--- src/rtl/mem_arbiter.sv ---
// mem_arbiter: shares one single-ported, fixed-latency synchronous memory
// between the instruction-fetch port and the data (load/store) port.
// A request is accepted only in IDLE. The data port has fixed priority.
// The winning request is latched and the memory strobe is issued for one cycle.
// After LATENCY cycles the read data is captured and the owner gets a one-cycle
// ready pulse.
module mem_arbiter #(
  parameter int unsigned LATENCY = 2
) (
  input  logic        clk,
  input  logic        rst,
  // instruction-fetch port
  input  logic        if_req,
  input  logic [31:0] if_addr,
  output logic [31:0] if_rdata,
  output logic        if_ready,
  // data port
  input  logic        d_req,
  input  logic        d_we,
  input  logic [31:0] d_addr,
  input  logic [31:0] d_wdata,
  output logic [31:0] d_rdata,
  output logic        d_ready,
  // memory side
  output logic        mem_en,
  output logic        mem_we,
  output logic [31:0] mem_addr,
  output logic [31:0] mem_wdata,
  input  logic [31:0] mem_rdata,
  // status
  output logic        busy
);

  typedef enum logic {
    IDLE = 1'b0,
    WAIT = 1'b1
  } state_t;

  // Legal LATENCY is 1..15, so the countdown fits in four bits.
  localparam logic [3:0] LAT = 4'(LATENCY);

  state_t      state, state_nxt;
  logic [3:0]  cnt, cnt_nxt;
  logic        owner, owner_nxt;      // 1 = data port owns the access
  logic        store, store_nxt;      // in-flight access is a store

  logic        mem_en_nxt;
  logic        mem_we_nxt;
  logic [31:0] mem_addr_nxt;
  logic [31:0] mem_wdata_nxt;
  logic [31:0] if_rdata_nxt;
  logic [31:0] d_rdata_nxt;
  logic        if_ready_nxt;
  logic        d_ready_nxt;

  logic        if_elig;
  logic        d_elig;

  // A port whose ready pulse is high this cycle has just completed. Its req may
  // still be high from the finished transaction, so it must not be re-issued.
  assign if_elig = if_req & ~if_ready;
  assign d_elig  = d_req  & ~d_ready;

  assign busy = (state == WAIT);

  // Next-state, countdown and registered-output decode.
  always_comb begin
    state_nxt     = state;
    cnt_nxt       = cnt;
    owner_nxt     = owner;
    store_nxt     = store;
    mem_en_nxt    = 1'b0;
    mem_we_nxt    = 1'b0;
    mem_addr_nxt  = mem_addr;
    mem_wdata_nxt = mem_wdata;
    if_rdata_nxt  = if_rdata;
    d_rdata_nxt   = d_rdata;
    if_ready_nxt  = 1'b0;
    d_ready_nxt   = 1'b0;

    case (state)
      IDLE: begin
        if (d_elig || if_elig) begin
          // Data wins a tie: it belongs to the older instruction in the pipe.
          owner_nxt     = d_elig;
          store_nxt     = d_elig & d_we;
          mem_addr_nxt  = d_elig ? d_addr : if_addr;
          mem_wdata_nxt = d_wdata;
          mem_we_nxt    = d_elig & d_we;
          mem_en_nxt    = 1'b1;
          cnt_nxt       = LAT;
          state_nxt     = WAIT;
        end
      end

      WAIT: begin
        if (cnt != 4'd0) begin
          cnt_nxt = cnt - 4'd1;
        end else begin
          // mem_rdata is valid in this cycle; hand it to the owner.
          if (owner) begin
            d_ready_nxt = 1'b1;
            if (!store) begin
              d_rdata_nxt = mem_rdata;
            end
          end else begin
            if_ready_nxt = 1'b1;
            if_rdata_nxt = mem_rdata;
          end
          state_nxt = IDLE;
        end
      end

      default: begin
        state_nxt = IDLE;
      end
    endcase
  end

  // Control state register: state, countdown, owner and access type.
  always_ff @(posedge clk) begin
    if (rst) begin
      state <= IDLE;
      cnt   <= 4'd0;
      owner <= 1'b0;
      store <= 1'b0;
    end else begin
      state <= state_nxt;
      cnt   <= cnt_nxt;
      owner <= owner_nxt;
      store <= store_nxt;
    end
  end

  // Output registers; reset also discards any in-flight response.
  always_ff @(posedge clk) begin
    if (rst) begin
      mem_en    <= 1'b0;
      mem_we    <= 1'b0;
      mem_addr  <= 32'd0;
      mem_wdata <= 32'd0;
      if_rdata  <= 32'd0;
      d_rdata   <= 32'd0;
      if_ready  <= 1'b0;
      d_ready   <= 1'b0;
    end else begin
      mem_en    <= mem_en_nxt;
      mem_we    <= mem_we_nxt;
      mem_addr  <= mem_addr_nxt;
      mem_wdata <= mem_wdata_nxt;
      if_rdata  <= if_rdata_nxt;
      d_rdata   <= d_rdata_nxt;
      if_ready  <= if_ready_nxt;
      d_ready   <= d_ready_nxt;
    end
  end

endmodule

--- config.mk ---
export PLATFORM = sky130hd
export DESIGN_NAME = mem_arbiter
export DESIGN_NICKNAME = d
export VERILOG_FILES = /design/src/rtl/mem_arbiter.sv
export SDC_FILE = /design/constraint.sdc
export NUM_CORES = 1
export LEC_CHECK = 0
export BUFFER_PORTS_ARGS = -buffer_cell sky130_fd_sc_hd__buf_2
export CAP_MARGIN = 20
export CORE_ASPECT_RATIO = 1.2
export CORE_MARGIN = 1.5
export CORE_UTILIZATION = 38
export DETAILED_ROUTE_END_ITERATION = 16
export PLACE_DENSITY = 0.68
export SLEW_MARGIN = 40
export SYNTH_ARGS = -nofsm -noshare
export SYNTH_HDL_FRONTEND = slang
export SYNTH_SLANG_ARGS = --single-unit
--- constraint.sdc ---
create_clock -name clk -period 4.44 [get_ports clk]
set_clock_uncertainty 0.2 [all_clocks]
set_input_delay 0 -clock clk [delete_from_list [all_inputs] [get_ports clk]]
set_output_delay 0 -clock clk [all_outputs]
set_load 0.005 [all_outputs]
# ---- Yosys cells after proc, flatten, opt, wreduce, memory -nomap -nowiden
# Cells that the tools add are included.
# Widths: inputs -> output; s select.
dict set report word_totals {
  register_bits 139
  latch_bits 0
  ramBits 0
  rom_bits 0
  inputBits 133
  elab_cells 43
  mem_count 0
}
dict set report classes {
  n_addsub 1
  multipliers 0
  div 0
  magnitude_cmp 0
  eq_ne 2
  n_shift 0
  mux 9
  bitwise 10
  reduce_logical 9
}
# operator n
set ops {}
lappend ops {{$mux 32} 1}
lappend ops {{$mux 4} 2}
lappend ops {{$pmux 4 s2} 1}
lappend ops {{$not 1->1} 7}
lappend ops {{$reduce_or 3->1} 2}
lappend ops {{$mux 1} 4}
lappend ops {{$reduce_and 2->1} 2}
lappend ops {{$reduce_and 4->1} 1}
lappend ops {{$reduce_bool 4->1} 1}
lappend ops {{$sub 4x1->4 const B} 1}
lappend ops {{$and 1x1->1} 3}
lappend ops {{$reduce_and 3->1} 1}
lappend ops {{$ne 2x1->1 const B} 1}
lappend ops {{$ne 2x2->1 const B} 1}
lappend ops {{$pmux 1 s2} 1}
lappend ops {{$reduce_or 2->1} 1}
lappend ops {{$logic_or 1x1->1} 1}

# ---- Logic depth before layout (Yosys ltp)
# Gate-level depths: netlist of run 1.
dict set report logic_depth {
  word_depth 5
  depth_mapped 7
  depth_no_buf 5
}

# ---- Least setup slack after synthesis of run 1
# No wires, ideal clock.
dict set report synth_path {
  path_kind {register to register}
  startpoint {register cnt[0]}
  endpoint {register d_rdata[10]}
  setup_ns 0.072
  arrival_ns 1.389
  t_required_ns 4.168
  setup_slack_ns 2.780
  path_stages_with_launch 8
  path_buffers 2
  period_less_slack_ns 1.660
  cell_sequence {dfxtp_1 inv_1 ha_1 nand4bb_4 nor3b_2 buf_6 buf_12 mux2i_1}
}
dict set report synth_via {
  elab_chain_len 3
}
# element line_no
set synth_rtl {}
lappend synth_rtl {{start: declaration} 43} ;# logic [3:0] cnt, cnt_nxt;
lappend synth_rtl {{start signal: assignment} 129} ;# cnt <= cnt_nxt;
lappend synth_rtl {{$reduce_bool 4->1} 97} ;# if (cnt != 4'd0) begin
lappend synth_rtl {{$not 1->1 (no source line)} --}
lappend synth_rtl {{$reduce_and 4->1 (no source line)} --}
lappend synth_rtl {{end signal: assignment} 152} ;# d_rdata <= d_rdata_nxt;
lappend synth_rtl {{end: declaration} 22} ;# output logic [31:0] d_rdata,
# Every way passes these cells.
# A chain may end at the register's enable or synchronous reset.

# ---- Final worst setup path of run 1
dict set report layout_path {
  startpoint {register d_ready}
  endpoint {register mem_addr[24]}
}
dict set report layout_via {
  elab_chain_len 4
}
# element line_no
set layout_rtl {}
lappend layout_rtl {{start: declaration} 23} ;# output logic d_ready,
lappend layout_rtl {{start signal: assignment} 154} ;# d_ready <= d_ready_nxt;
lappend layout_rtl {{$not 1->1 (*)} 62} ;# assign d_elig = d_req & ~d_ready;
lappend layout_rtl {{$and 1x1->1 (*)} 62}
lappend layout_rtl {{$logic_or 1x1->1} 83} ;# if (d_elig || if_elig) begin
lappend layout_rtl {{$reduce_and 2->1 (no source line)} --}
lappend layout_rtl {{end signal: assignment} 149} ;# mem_addr <= mem_addr_nxt;
lappend layout_rtl {{end: declaration} 27} ;# output logic [31:0] mem_addr,
# Every way passes the cells marked *; elsewhere a longest branch is shown, timed or not.

==> flow_summary.json, run 1 <==
{
  "yosysTopAreaCellShare_pct": 49.93,
  "hpwl_um": 9761,
  "switchingPower_uw": 853.1,
  "finalMaxSlewViolations": 0,
  "grt_pass1_vias": 5259,
  "required_ns": 4.54,
  "layout-drive-gt1-share_pct": 39.82,
  "maxCapViolations": 0,
  "criticalPathCategory": "flip-flop to flip-flop",
  "worstMarginPinSlew_ns": 0.7100,
  "critical-path-top-delay-family": "buffers and inverters",
  "ys_seq_area_share_pct": 49.93,
  "cts_sinks": 139,
  "path_cells": "nand2b_4 > mux2_4 > dlygate4sd3_1 > a32o_1",
  "ys_warn_count": 0,
  "synthTopCellsByCount": "dfxtp_1 (139), nand2_1 (97), a32o_1 (65)",
  "status": "completed",
  "grt-ovfl-total": 0,
  "cts_buffers": 17,
  "gr-usage-all-layers_pct": 20.66,
  "pin_count": 266,
  "min_period_ns": 2.397,
  "share_seq_of_total_power_pct": 40.2,
  "m1WireLength_um": 6415,
  "postCtsResizedCells": 0,
  "synthMostInstantiatedCell": "dfxtp_1",
  "gp_congestion": 0.7225,
  "vias_per_cell": 4.975,
  "final.setup.worst_slack_ns": 2.043,
  "ys_seq_elements": 139,
  "grt_max_degree": 122,
  "synth.largest_area_cell": "dfxtp_1",
  "syn2layout_area_growth_pct": 57.90,
  "crit_slowest_cell": "dlygate4sd3_1",
  "async_flop_share_pct": 0,
  "synth.avg_cell_area_um2": 11.66,
  "rrSetupSlack_ns": 2.04,
  "pre_cts_ws_ns": 1.889,
  "drt_iter0_markers": 215,
  "synth_cell_type_count": 41,
  "port_buffers": 265,
  "fin_setup_tns_ns": 0,
  "critPathArrivalTime_ns": 2.49,
  "wl_met3_um": 1224,
  "slowest_delay_ns": 0.59,
  "drcViolationCount": 0,
  "dieArea_mm2": 0.01540,
  "core_mm2": 0.01435,
  "fin_crit_sh_pct": 54.00,
  "num_rows": 48,
  "combPwrFrac_pct": 17.5,
  "critPathCaptureType": "flip-flop",
  "rsz0062_at_grt": "no",
  "relSlewSlack_pct": 52.67,
  "crit_buf_inv": 1,
  "p_leak_uw": 0.004240,
  "antenna_found_initial": 0,
  "antenna_left": 0,
  "finish.utilization_pct": 61.31,
  "max_freq_ghz": 0.4171,
  "synth_area_leaders": "dfxtp_1 (50%), a32o_1 (12%), mux2i_1 (11%)",
  "htree_levels": 4,
  "clk-insertion-delay-late_ns": 0.40,
  "dr.pass1.iters": 5,
  "whs_ns": 0.1391,
  "initial_utilization_pct": 38.82,
  "setup_viol": 0,
  "hold_path.class": "primary input to flip-flop",
  "synth_ff_type": "dfxtp_1",
  "drt_wl_total_um": 16120,
  "cts_buffer_depth": 2,
  "post-cts-setup-buffers": 0,
  "fp.dieH_um": 135.7,
  "wire_per_inst_um": 15.44,
  "synth_fp_nets": 612,
  "p_int_uw": 2666,
  "power_density_mw_per_mm2": 399.9,
  "nNetsFinal": 990,
  "topRoutingLayerUsed": "met4",
  "wl_met2_um": 8107,
  "clk_pin_slew_ns": 0.06,
  "final-hold-violation-count": 0,
  "peakVddDrop_uv": 232.1,
  "dr_total_vias": 5194,
  "switching_share_pct": 24.24,
  "cp_max_fo": 34,
  "grt_pass1_wl_um": 25330,
  "ctsRootBufferMaster": "clkbuf_16",
  "synthCells": 478,
  "tritoncts": "done",
  "syn_area_mm2": 0.005573,
  "die_x_um": 113.6,
  "startpoint_type": "flip-flop",
  "synth_edf_count": 0,
  "clkPwrFrac_pct": 42.3,
  "antenna_cells": 0
}
==> worst paths after layout <==
kind                    from            to  depth (start not counted)
hold reg to reg   d_rdata[0]    d_rdata[0]                          2
hold / removal    d_wdata[8]  mem_wdata[8]                          3
setup reg to reg     d_ready  mem_addr[24]                          4
setup / recovery     d_ready  mem_addr[24]                          4
==> cells by family (layout without fill, tap and decap cells) <==
group / count (synthesis) / count (layout) / synth area share [%]
flip-flops: 139 / 139 / 49.93
multiplexers: 96 / 96 / 19.91
adder cells (fa/ha/maj): 1 / 1 / 0.2245
AO/OA/AOI/OAI: 74 / 74 / 12.95
AND/OR/NAND/NOR: 119 / 119 / 9.834
buffers and inverters: 49 / 440 / 7.140
==> worst min-delay path, delay by kind of cell <==
| family | cells | cell delay (ns) |
|---|---|---|
| AOI/OAI and AO/OA | 1 | 0.10 |
| buffers and inverters | 2 | 0.61 |
==> what timing repair did <==
| item | in CTS | in global routing |
|---|---|---|
| hold buffers | 133 | 0 |
| hold endpoints to repair | 137 | 0 |
| setup endpoints to repair | 0 | 0 |
==> flip-flops by register name, summed over array words and instances, names as in the netlist, 4 cells and up <==
| signal | count |
|---|---|
| if_rdata | 32 |
| d_rdata | 32 |
| cnt | 4 |
| mem_wdata | 32 |
| mem_addr | 32 |
==> final cells by class <==
type | count | area, um2
fillers | 1103 | 5554
flip-flops and latches | 139 | 2783
multi-input cells | 290 | 2421
clock inverters | 11 | 166.4
repair buffers | 404 | 2730
well taps | 175 | 219.0
inverters | 4 | 20.02
clock buffers | 21 | 460.4
==> layout by cell type, fill, tap and decap left out, drive strengths merged, types with 3 or more instances in the layout <==
cell,Yosys,routed
buf,35,271
dfxtp,139,139
dlygate4sd3,0,133
nand2,97,97
a32o,65,65
mux2i,64,64
mux2,32,32
clkbuf,10,21
nor2,5,5
bufinv,0,4
clkinv,0,4
inv,4,4
clkinvlp,0,3
nand2b,3,3
nor3b,3,3
==> power groups by stage <==
| stage | logic, uW | registers, uW | clock network [uW] |
|---|---|---|---|
| 6_report | 615 | 1410 | 1490 |
| 5_1_grt | 669 | 1420 | 1570 |
| 4_1_cts | 605 | 1410 | 1530 |
| 3_5_place_dp | 503 | 1440 | 0 |
| 3_3_place_gp | 485 | 1430 | 0 |
| 2_1_floorplan | 321 | 1440 | 0 |
==> per-stage QoR <==
stage               cells  total power (uW)  area (um2)
finish               1044              3519        8800
global route         1044              3669        8800
CTS                  1042              3544        8757
detailed placement    877              1939        6799
global placement      877              1919        6792
floorplan             478              1760        5573
==> layer usage <==
| layer | GRT usage, % | vias up |
|---|---|---|
| li1 | - | 2497 |
| met1 | 23.29 | 2432 |
| met2 | 35.58 | 235 |
| met3 | 6.846 | 30 |
| met4 | 8.889 | 0 |
| met5 | 0 | - |
(Power assumes the default switching activity.)
==> inputs of run 2 (changes only) <==
--- a/config.mk
+++ b/config.mk
@@ -5,13 +5,14 @@
 export SDC_FILE = /design/constraint.sdc
 export NUM_CORES = 1
 export LEC_CHECK = 0
+export ABC_AREA = 1
 export BUFFER_PORTS_ARGS = -buffer_cell sky130_fd_sc_hd__buf_2
 export CAP_MARGIN = 20
 export CORE_ASPECT_RATIO = 1.2
 export CORE_MARGIN = 1.5
 export CORE_UTILIZATION = 38
 export DETAILED_ROUTE_END_ITERATION = 16
-export PLACE_DENSITY = 0.68
+export PLACE_DENSITY = 0.71
 export SLEW_MARGIN = 40
 export SYNTH_ARGS = -nofsm -noshare
 export SYNTH_HDL_FRONTEND = slang
==> constraint.sdc (replaced) <==
create_clock -name clk -period 2 [get_ports clk]
set_clock_uncertainty 0.2 [all_clocks]
set_input_delay 0 -clock clk [delete_from_list [all_inputs] [get_ports clk]]
set_output_delay 0 -clock clk [all_outputs]
set_load 0.005 [all_outputs]
==> flow_summary.json, run 2 <==
{
  "antenna_found_initial": 2,
  "clk_pin_slew_ns": 0.06,
  "peakVddDrop_uv": 708.8,
  "synth.avg_cell_area_um2": 8.102,
  "synth_edf_count": 0,
  "grt_max_degree": 56,
  "rsz0062_at_grt": "yes",
  "startpoint_type": "flip-flop",
  "hpwl_um": 10550,
  "combPwrFrac_pct": 17.1,
  "finalMaxSlewViolations": 0,
  "initial_utilization_pct": 39.32,
  "switching_share_pct": 25.56,
  "cts_sinks": 139,
  "wire_per_inst_um": 14.89,
  "synthTopCellsByCount": "nand2_1 (158), dfxtp_1 (139), nor2_1 (134)",
  "p_leak_uw": 0.004351,
  "p_int_uw": 5914,
  "startpoint": "d_ready",
  "ys_seq_area_share_pct": 53.00,
  "gr-usage-all-layers_pct": 24.50,
  "synth.largest_area_cell": "dfxtp_1",
  "grt-ovfl-total": 0,
  "post-cts-setup-buffers": 0,
  "layout-drive-gt1-share_pct": 32.76,
  "final_area_mm2": 0.008676,
  "ys_warn_count": 0,
  "htree_levels": 4,
  "switchingPower_uw": 2031,
  "yosysTopAreaCellShare_pct": 53.00,
  "drt_wl_total_um": 18210,
  "tritoncts": "done",
  "synthAdderAreaFrac_pct": 0.2383,
  "status": "completed",
  "hp-start": "d_wdata[29]",
  "async_flop_share_pct": 0,
  "drt_iter0_markers": 336,
  "dr_total_vias": 5953,
  "synth-compound-area-share_pct": 12.13,
  "synth_cell_type_count": 26,
  "pin_count": 266,
  "num_rows": 46,
  "hold_path.class": "primary input to flip-flop",
  "required_ns": 2.11,
  "worstMarginPinSlew_ns": 0.5730,
  "dieArea_mm2": 0.01453,
  "grt_pass1_wl_um": 27560,
  "fin_setup_tns_ns": 0,
  "cp_max_fo": 32,
  "synth_xor_xnor_area_share_pct": 0,
  "synthMostInstantiatedCell": "nand2_1",
  "maxCapViolations": 0,
  "synth-simple-area-share_pct": 28.12,
  "num-fill-cells": 1049,
  "ctsRootBufferMaster": "clkbuf_16",
  "synth_fp_nets": 782,
  "ys_seq_elements": 139,
  "power_density_mw_per_mm2": 915.8,
  "fp.dieH_um": 131.8,
  "port_buffers": 265,
  "synth_ff_type": "dfxtp_1",
  "syn2layout_area_growth_pct": 65.25,
  "placed_area_mm2": 0.006609,
  "timing.rr.start": "d_ready",
  "max_freq_ghz": 0.5128,
  "cts_buffer_depth": 2,
  "share_seq_of_total_power_pct": 39.8,
  "min_period_ns": 1.950,
  "die_x_um": 110.3,
  "cts_buffers": 17,
  "drcViolationCount": 0,
  "gp_congestion": 0.8708,
  "antenna_left": 0,
  "synthCells": 648,
  "clkPwrFrac_pct": 43.1,
  "synth_top_family_by_area": "simple AND/OR/NAND/NOR gates",
  "criticalPathCategory": "flip-flop to flip-flop",
  "critPathArrivalTime_ns": 2.06,
  "fin_crit_sh_pct": 97.50,
  "relSlewSlack_pct": 61.74,
  "setup_viol": 0,
  "critPathCaptureType": "flip-flop",
  "core_mm2": 0.01335,
  "layout_commonest_cell": "buf_2",
  "synthMuxAreaShare_pct": 0,
  "dr.pass1.iters": 4,
  "vias_per_cell": 4.868,
  "syn_area_mm2": 0.005250,
  "nNetsFinal": 1174,
  "final-hold-violation-count": 0,
  "grt_pass1_vias": 5871,
  "clk-insertion-delay-late_ns": 0.42,
  "synth_area_leaders": "dfxtp_1 (53%), nand2_1 (11%), nor2_1 (9.6%)",
  "final_cell_mix": "buf_2 (265), nand2_1 (158), dfxtp_1 (138), dlygate4sd3_1 (138), nor2_1 (134)"
}
[run 2: cell types whose count changed after synthesis, sizes merged, moves of 3 or more]
cell,delta
nand2,+78
nor3b,-3
nor2,+132
mux2i,-64
nand3,+34
nand2b,-3
o21ai,+32
buf,-4
a32o,-65
inv,+11
mux2,-32
a21oi,+35
o31ai,+31
[run 2: cells by family (layout without fill, tap and decap cells)]
logic type,count (synthesis),count (layout)
buffers and inverters,56,461
adder cells (fa/ha/maj),1,1
flip-flops,139,139
AND/OR/NAND/NOR,349,349
AO/OA/AOI/OAI,103,103
other,0,2
[run 2: final timing paths]
| path | endpoint | slack, ns | cells after the start |
|---|---|---|---|
| worst max register to register | mem_addr[9] | 0.05 | 6 |
| worst max-delay path | mem_addr[9] | 0.05 | 6 |
| worst min register to register | mem_wdata[22] | 0.24 | 2 |
| worst min-delay path | mem_wdata[29] | 0.11 | 4 |
[run 2: through the flow]
stage | util, % | hold WS [ns] | instances | setup slack (ns) | total power (uW)
final | 64.97 | 0.1093 | 1223 | 0.04998 | 7946
after global routing | 64.97 | 0.1302 | 1223 | -0.03408 | 8302
after CTS | 64.75 | 0.09201 | 1221 | 0.01666 | 7953
after detailed placement | 49.49 | -0.002830 | 1051 | 0.2097 | 4300
after global placement | 49.49 | -0.005189 | 1051 | 0.2446 | 4287
after floorplan | - | -0.08982 | 648 | 0.4919 | 3845
[run 2: power groups by stage]
stage	registers [uW]	logic, uW	clock network [uW]
global placement	3200	1080	0
global route	3190	1490	3630
floorplan	3230	614	0
detailed placement	3210	1090	0
finish	3170	1360	3420
CTS	3150	1320	3480
[run 2: worst max-delay path: stages (launching register included)]
cell and delay, ns:
dfxtp_1 0.36, inv_2 0.06, nand2_4 0.08, buf_8 0.22, nor2_1 0.06, dlygate4sd3_1 0.55
o31ai_1 0.31
[run 2: timing repair]
item | in CTS | in global routing
setup endpoints to repair | 0 | 6
endpoints found under the hold margin | 134 | 0
resized for setup | 0 | 6
hold buffers | 138 | 0
[run 2: final cells by class]
class / instances / area (um2) / share of cell area (%)
tap: 168 / 210.2 / 2.423
antenna: 2 / 5.005 / 0.05769
inverter: 15 / 60.06 / 0.6922
timing repair buffer: 414 / 2826 / 32.58
clock buffer: 22 / 494.2 / 5.697
multi-input combinational: 453 / 2135 / 24.60
clock inverter: 10 / 161.4 / 1.860
sequential: 139 / 2784 / 32.09
[run 2: layer usage]
layer	routed length (um)	GRT usage, %	vias to the layer above
li1	-	-	2886
met1	6917	24.38	2731
met2	9119	42.94	256
met3	1195	6.772	80
met4	975	16.88	0
met5	0	0	-
